**src/rtl/max11046_pkg.sv**
```systemverilog
// Shared state encoding, parameter defaults and a counter-sizing helper for the
// MAX11046 readout controller.
package max11046_pkg;

    localparam int unsigned DEF_NUM_CH      = 8;
    localparam int unsigned DEF_CONVST_CYC  = 2;
    localparam int unsigned DEF_RD_LOW_CYC  = 2;
    localparam int unsigned DEF_SER_CYC     = 16;
    localparam int unsigned DEF_EOC_TIMEOUT = 1023;

    localparam logic [2:0] ST_IDLE     = 3'd0;
    localparam logic [2:0] ST_CONVST   = 3'd1;
    localparam logic [2:0] ST_WAIT_EOC = 3'd2;
    localparam logic [2:0] ST_RD_LOW   = 3'd3;
    localparam logic [2:0] ST_RD_HIGH  = 3'd4;
    localparam logic [2:0] ST_LOAD     = 3'd5;
    localparam logic [2:0] ST_SHIFT    = 3'd6;
    localparam logic [2:0] ST_DONE     = 3'd7;

    // Width of one shared phase counter that must hold the largest of its limits.
    function automatic int unsigned cnt_width(input int unsigned a, input int unsigned b,
                                              input int unsigned c, input int unsigned d);
        int unsigned m;
        m = a;
        if (b > m) m = b;
        if (c > m) m = c;
        if (d > m) m = d;
        return (m < 1) ? 1 : $clog2(m + 1);
    endfunction

endpackage

```
**src/rtl/max11046_eoc_sync.sv**
```systemverilog
// Two-flop synchronizer for the asynchronous, active-low ADC end-of-conversion.
module max11046_eoc_sync (
    input  logic i_clk,
    input  logic i_reset,
    input  logic i_async_n,
    output logic o_sync_n
);

    logic r_meta_n;
    logic r_sync_n;

    // Both stages reset to the idle (high) level so no false EOC follows reset.
    always_ff @(posedge i_clk) begin
        if (i_reset) begin
            r_meta_n <= 1'b1;
            r_sync_n <= 1'b1;
        end else begin
            r_meta_n <= i_async_n;
            r_sync_n <= r_meta_n;
        end
    end

    assign o_sync_n = r_sync_n;

endmodule

```
**src/rtl/max11046_readout_ctrl.sv**
```systemverilog
// MAX11046 conversion/readout sequencer: starts a conversion, waits for EOC,
// reads NUM_CH samples and hands each to a downstream serializer.
module max11046_readout_ctrl
    import max11046_pkg::*;
#(
    parameter int unsigned NUM_CH      = DEF_NUM_CH,      // 1..8
    parameter int unsigned CONVST_CYC  = DEF_CONVST_CYC,  // >= 1
    parameter int unsigned RD_LOW_CYC  = DEF_RD_LOW_CYC,  // >= 1
    parameter int unsigned SER_CYC     = DEF_SER_CYC,     // >= 1
    parameter int unsigned EOC_TIMEOUT = DEF_EOC_TIMEOUT
) (
    input  logic        clk,
    input  logic        reset,
    input  logic        start,
    input  logic        adc_eoc_n,
    input  logic [15:0] adc_db,
    output logic        adc_convst_n,
    output logic        adc_cs_n,
    output logic        adc_rd_n,
    output logic [15:0] parallel_data_out,
    output logic        loaden_o,
    output logic [2:0]  ch_idx,
    output logic        busy,
    output logic        frame_done,
    output logic        eoc_timeout
);

    localparam int unsigned CW = cnt_width(CONVST_CYC, RD_LOW_CYC, SER_CYC, EOC_TIMEOUT);

    logic [2:0]    r_state;
    logic [2:0]    w_state_d;
    logic [CW-1:0] r_cnt;
    logic [CW-1:0] w_cnt_d;
    logic [2:0]    r_ch;
    logic [2:0]    w_ch_d;
    logic [15:0]   r_data;
    logic          w_capture;
    logic          w_timeout;
    logic          w_eoc_n_sync;

    logic r_convst_n;
    logic r_cs_n;
    logic r_rd_n;
    logic r_load;
    logic r_busy;
    logic r_done;

    max11046_eoc_sync u_eoc_sync (
        .i_clk     (clk),
        .i_reset   (reset),
        .i_async_n (adc_eoc_n),
        .o_sync_n  (w_eoc_n_sync)
    );

    // Next-state logic; the phase counter restarts at zero on every state change.
    always_comb begin
        w_state_d = r_state;
        w_cnt_d   = '0;
        w_ch_d    = r_ch;
        w_capture = 1'b0;
        w_timeout = 1'b0;
        case (r_state)
            ST_IDLE: begin
                if (start) begin
                    w_state_d = ST_CONVST;
                    w_ch_d    = '0;
                end
            end
            ST_CONVST: begin
                if (r_cnt == CW'(CONVST_CYC - 1)) w_state_d = ST_WAIT_EOC;
                else                              w_cnt_d   = r_cnt + 1'b1;
            end
            ST_WAIT_EOC: begin
                if (!w_eoc_n_sync) begin
                    w_state_d = ST_RD_LOW;
                end else if (r_cnt == CW'(EOC_TIMEOUT)) begin
                    w_timeout = 1'b1;
                    w_state_d = ST_IDLE;
                end else begin
                    w_cnt_d = r_cnt + 1'b1;
                end
            end
            ST_RD_LOW: begin
                if (r_cnt == CW'(RD_LOW_CYC - 1)) begin
                    w_capture = 1'b1;
                    w_state_d = ST_RD_HIGH;
                end else begin
                    w_cnt_d = r_cnt + 1'b1;
                end
            end
            ST_RD_HIGH: w_state_d = ST_LOAD;
            ST_LOAD:    w_state_d = ST_SHIFT;
            ST_SHIFT: begin
                if (r_cnt == CW'(SER_CYC - 1)) begin
                    if (r_ch == 3'(NUM_CH - 1)) begin
                        w_state_d = ST_DONE;
                    end else begin
                        w_ch_d    = r_ch + 3'd1;
                        w_state_d = ST_RD_LOW;
                    end
                end else begin
                    w_cnt_d = r_cnt + 1'b1;
                end
            end
            ST_DONE:  w_state_d = ST_IDLE;
            default:  w_state_d = ST_IDLE;
        endcase
    end

    // State, counters and outputs; strobes are decoded from the next state so they
    // come straight from flops and line up exactly with the state register.
    always_ff @(posedge clk) begin
        if (reset) begin
            r_state    <= ST_IDLE;
            r_cnt      <= '0;
            r_ch       <= '0;
            r_data     <= '0;
            r_convst_n <= 1'b1;
            r_cs_n     <= 1'b1;
            r_rd_n     <= 1'b1;
            r_load     <= 1'b0;
            r_busy     <= 1'b0;
            r_done     <= 1'b0;
        end else begin
            r_state    <= w_state_d;
            r_cnt      <= w_cnt_d;
            r_ch       <= w_ch_d;
            if (w_capture) r_data <= adc_db;
            r_convst_n <= (w_state_d != ST_CONVST);
            r_cs_n     <= !(w_state_d inside {ST_RD_LOW, ST_RD_HIGH, ST_LOAD, ST_SHIFT});
            r_rd_n     <= (w_state_d != ST_RD_LOW);
            r_load     <= (w_state_d == ST_LOAD);
            r_busy     <= (w_state_d != ST_IDLE);
            r_done     <= (w_state_d == ST_DONE);
        end
    end

    assign adc_convst_n      = r_convst_n;
    assign adc_cs_n          = r_cs_n;
    assign adc_rd_n          = r_rd_n;
    assign parallel_data_out = r_data;
    assign loaden_o          = r_load;
    assign ch_idx            = r_ch;
    assign busy              = r_busy;
    assign frame_done        = r_done;
    // Pulses in the last WAIT_EOC cycle; busy drops on the following cycle.
    assign eoc_timeout       = w_timeout & ~reset;

endmodule

```
**config.mk**
```make
export PLATFORM = sky130hd
export DESIGN_NAME = max11046_readout_ctrl
export DESIGN_NICKNAME = d
export VERILOG_FILES = /design/src/rtl/max11046_pkg.sv /design/src/rtl/max11046_eoc_sync.sv /design/src/rtl/max11046_readout_ctrl.sv
export SDC_FILE = /design/constraint.sdc
export NUM_CORES = 1
export LEC_CHECK = 0
export BUFFER_PORTS_ARGS = -buffer_cell sky130_fd_sc_hd__buf_2
export CORE_ASPECT_RATIO = 1.75
export CORE_UTILIZATION = 40
export DETAILED_ROUTE_END_ITERATION = 7
export GPL_ROUTABILITY_DRIVEN = 0
export PLACE_DENSITY = 0.6
export SYNTH_ARGS = -nofsm -noshare
export SYNTH_HDL_FRONTEND = slang
export SYNTH_SLANG_ARGS = --single-unit
```
**constraint.sdc**
```tcl
create_clock -name clk -period 5.2 [get_ports clk]
set_input_delay 0.26 -clock clk [delete_from_list [all_inputs] [get_ports clk]]
set_output_delay 0.26 -clock clk [all_outputs]
set_load 0.01 [all_outputs]
```
==> summary.txt <==
Status
  • Outcome: finished, final reports clean

Pwr
  • Cell area power density: 293.3 nW/um2
  • Static leakage power: 0.8511 nW
  • Worst vdd ir: 199.8 uV
  • Overall Power: 0.6129 mW

Drt
  • Total via count after detailed routing: 1470
  • Remaining number of nets flagged by the antenna check after routing: 0
  • Number of search-and-repair iterations in the first detailed-routing pass: 4
  • Final routed wire length divided by cell count: 12.79 um
  • Violation count after the first detailed-route iteration: 25
  • Post-detailed-route DRC marker count: 0
  • Post-DR vias/cell: 5.122
  • Routed WL: 3671 um

Place
  • Placement Cell Area: 1978 um2
  • Post-placement setup slack: 3.022 ns
  • Hpwl dp: 2684 um
  • Placed Cells: 279
  • Port buffer count: 45

Timing
  • Worst max-slew margin expressed relative to the limit: 54.68%
  • Max-slew violations: 0
  • Setup repair after global routing missed its margin: false
  • Sum of negative setup slack: 0 ns
  • Clock skew: 0.004382 ns
  • Final critical delay including setup and external delays: 2.189 ns
  • Slew at the pin closest to its max-slew limit: 0.6758 ns
  • Tcrit/Tclk final: 42.09%
  • Timing-limited maximum frequency: 456.9 MHz
  • Final hold slack: 0.1433 ns
  • Final setup viols: 0
  • Number of hold-slack violations in the final timing report: 0
  • Final worst setup slack: 3.011 ns

Setup path
  • Critical Path Sink Type: flip-flop
  • Nature of the critical path startpoint: flip-flop
  • Data required time of the critical path: 5.40 ns
  • Arrival time of data at the critical path endpoint: 2.39 ns
  • Critical setup path kind: flip-flop to flip-flop
  • Max Fanout on Critical Path: 17

Synth
  • Adder-Cell Fraction of Synth Area: 2.853%
  • Top-area cell type share of the netlist area: 45.65%
  • Ranking of synthesized cells by instance count: sky130_fd_sc_hd__dfxtp_1 (40), sky130_fd_sc_hd__nand2_1 (39), sky130_fd_sc_hd__a21oi_1 (19)
  • Post-synthesis xor/xnor area fraction: 4.494%
  • Most frequent cell after synthesis: sky130_fd_sc_hd__dfxtp_1
  • Number of warning messages in the yosys log: 0
  • Post-Synth Simple-Gate Area: 26.89%
  • Syn nets: 218
  • Fraction of synthesized area in multiplexers: 1.213%
  • Post-synthesis area per instance: 9.042 um2
  • Proportion of synthesized chip area in sequential cells: 45.65%
  • Netlist Area Pre-Place: 1754 um2
  • Combinational family with the most area after synthesis: simple AND/OR/NAND/NOR gates
  • Most used flip-flop cell after synthesis: sky130_fd_sc_hd__dfxtp_1
  • Cell types occupying the most area after synthesis: sky130_fd_sc_hd__dfxtp_1 (46%), sky130_fd_sc_hd__nand2_1 (8.3%), sky130_fd_sc_hd__a21oi_1 (5.4%), sky130_fd_sc_hd__nor2_1 (3.6%), sky130_fd_sc_hd__xnor2_1 (3.0%)
  • Cell count after synthesis: 194
  • Async S/R FF share, synth: 0%
  • Number of synthesized register bits: 40
  • Complex-gate fraction of the synthesized area: 14.05%
  • Post-synthesis cell type count: 49
  • Library cell with the largest summed area after synthesis: sky130_fd_sc_hd__dfxtp_1
  • Count of flip-flops with a built-in enable after synthesis: 0

Die
  • # rows: 31
  • Height of the chip: 89.61 um
  • Die Footprint: 4665 um2
  • DIE WIDTH: 52.06 um
  • Core area: 4189 um2
  • Effective utilization at floorplan: 41.88%
  • Number of primary I/O pins: 46

Final layout
  • Fin util: 49.88%
  • Final Instance Count excl. Fillers: 287
  • Layout net count: 261
  • Post-route design area: 2090 um2
  • Layout cells sized above 1: 28.15%
  • Area added between synthesis and finish: 19.12%
  • Area of the multi-input gates: 868.3 um2
  • Area used by sequential logic in the layout: 800.8 um2
  • # diodes: 0
  • Number of filler instances in the final layout: 435

CTS
  • CTS tree: built
  • CTS buffer count: 5
  • CTS-repair resized insts: 0
  • Worst-case clock buffer depth: 2
  • Clock Pin Slew Worst Setup and Hold Paths: 0.08 ns
  • CTS sink count: 40
  • Post-CTS setup-driven buffer insertion count: 0
  • Buffer type at the clock tree root: sky130_fd_sc_hd__clkbuf_8
  • Count of H-tree levels built during CTS: 2
  • Hold_buf cts: 0
  • Worst skew pair latency: 0.29 ns

GRT
  • Maximum number of pins on one net before global-route repair: 28
  • Global-route wire length before repair: 5982 um
  • Sum of overflow across all layers after global routing: 0
  • Number of global-route vias before repair: 1342
  • Initial antenna violation count: 0
  • Overall global routing resource usage: 17.45%

Run
  • Max-capacitance violation count: 0

Worst hold path
  • Worst min path class: input pin to flip-flop
[worst max-delay path, cell delays in order (launching register included)]
cell	delay [ns]
sky130_fd_sc_hd__dfxtp_1	0.39
sky130_fd_sc_hd__ha_1	0.16
sky130_fd_sc_hd__nor3b_1	0.42
sky130_fd_sc_hd__and4_1	0.71
sky130_fd_sc_hd__a221oi_4	0.12
sky130_fd_sc_hd__nor4b_1	0.30
[power by group]
group	total [mW]	switching (mW)	internal (mW)	leakage (nW)
clock network	0.255	0.113	0.142	0.0541
registers	0.315	0.00394	0.311	0.324
logic	0.0421	0.0237	0.0185	0.473
[final timing paths]
check / start / end / slack (ns) / depth (start not counted)
max reg2reg: r_cnt[0]$_SDFF_PP0_ / frame_done$_SDFF_PP0_ / 3.01 / 5
min reg2reg: u_eoc_sync.r_meta_n$_SDFF_PP1_ / u_eoc_sync.o_sync_n$_SDFF_PP1_ / 0.41 / 1
max: r_cnt[0]$_SDFF_PP0_ / frame_done$_SDFF_PP0_ / 3.01 / 5
min: adc_eoc_n / u_eoc_sync.r_meta_n$_SDFF_PP1_ / 0.14 / 2
[cell type report]
cell class / instances / area share [%]
Multi-Input combinational cell: 139 / 41.56
Sequential cell: 40 / 38.32
Timing Repair Buffer: 45 / 10.78
Clock buffer: 5 / 3.293
Tap cell: 49 / 2.934
Clock inverter: 3 / 2.036
Inverter: 6 / 1.078
[routing by layer]
layer  vias up  track usage [%]  part of all wire (%)
met4         0            8.108                   1.7
met5         -                0                     0
met1       676            18.81                    42
met3         5            4.209                   3.8
met2        40            31.24                    53
li1        749                -                     -
[state kept, by name, indices dropped and copies added, names as in the netlist]
name,count
parallel_data_out,16
r_cnt,10
ch_idx,3
r_state,3
adc_convst_n,1
adc_cs_n,1
adc_rd_n,1
busy,1
frame_done,1
loaden_o,1
u_eoc_sync.o_sync_n,1
u_eoc_sync.r_meta_n,1
[cell families (layout without fill, tap and decap cells)]
| logic type | Yosys count | after routing |
|---|---|---|
| AOI/OAI and AO/OA | 34 | 34 |
| xor gates and xnor gates | 9 | 9 |
| adders and majority gates | 4 | 4 |
| buffers and inverters | 15 | 59 |
| DFF | 40 | 40 |
| muxes | 2 | 2 |
| and+or+nand+nor | 90 | 90 |
[placed cells by master, fill, tap and decap left out, types with 2 or more instances in the layout]
cell type / n
sky130_fd_sc_hd__a21oi_1: 19
sky130_fd_sc_hd__a22o_1: 2
sky130_fd_sc_hd__a31oi_1: 2
sky130_fd_sc_hd__and3_1: 2
sky130_fd_sc_hd__and3b_1: 2
sky130_fd_sc_hd__buf_2: 45
sky130_fd_sc_hd__clkbuf_8: 5
sky130_fd_sc_hd__dfxtp_1: 40
sky130_fd_sc_hd__ha_1: 4
sky130_fd_sc_hd__inv_1: 6
sky130_fd_sc_hd__nand2_1: 39
sky130_fd_sc_hd__nand3_1: 5
sky130_fd_sc_hd__nand4_1: 2
sky130_fd_sc_hd__nor2_1: 17
sky130_fd_sc_hd__nor2b_1: 2
sky130_fd_sc_hd__nor3b_1: 2
sky130_fd_sc_hd__nor4_1: 2
sky130_fd_sc_hd__or2_2: 3
sky130_fd_sc_hd__xnor2_1: 6
sky130_fd_sc_hd__xor2_1: 3
Note: power is estimated with default switching activity, not from simulation.
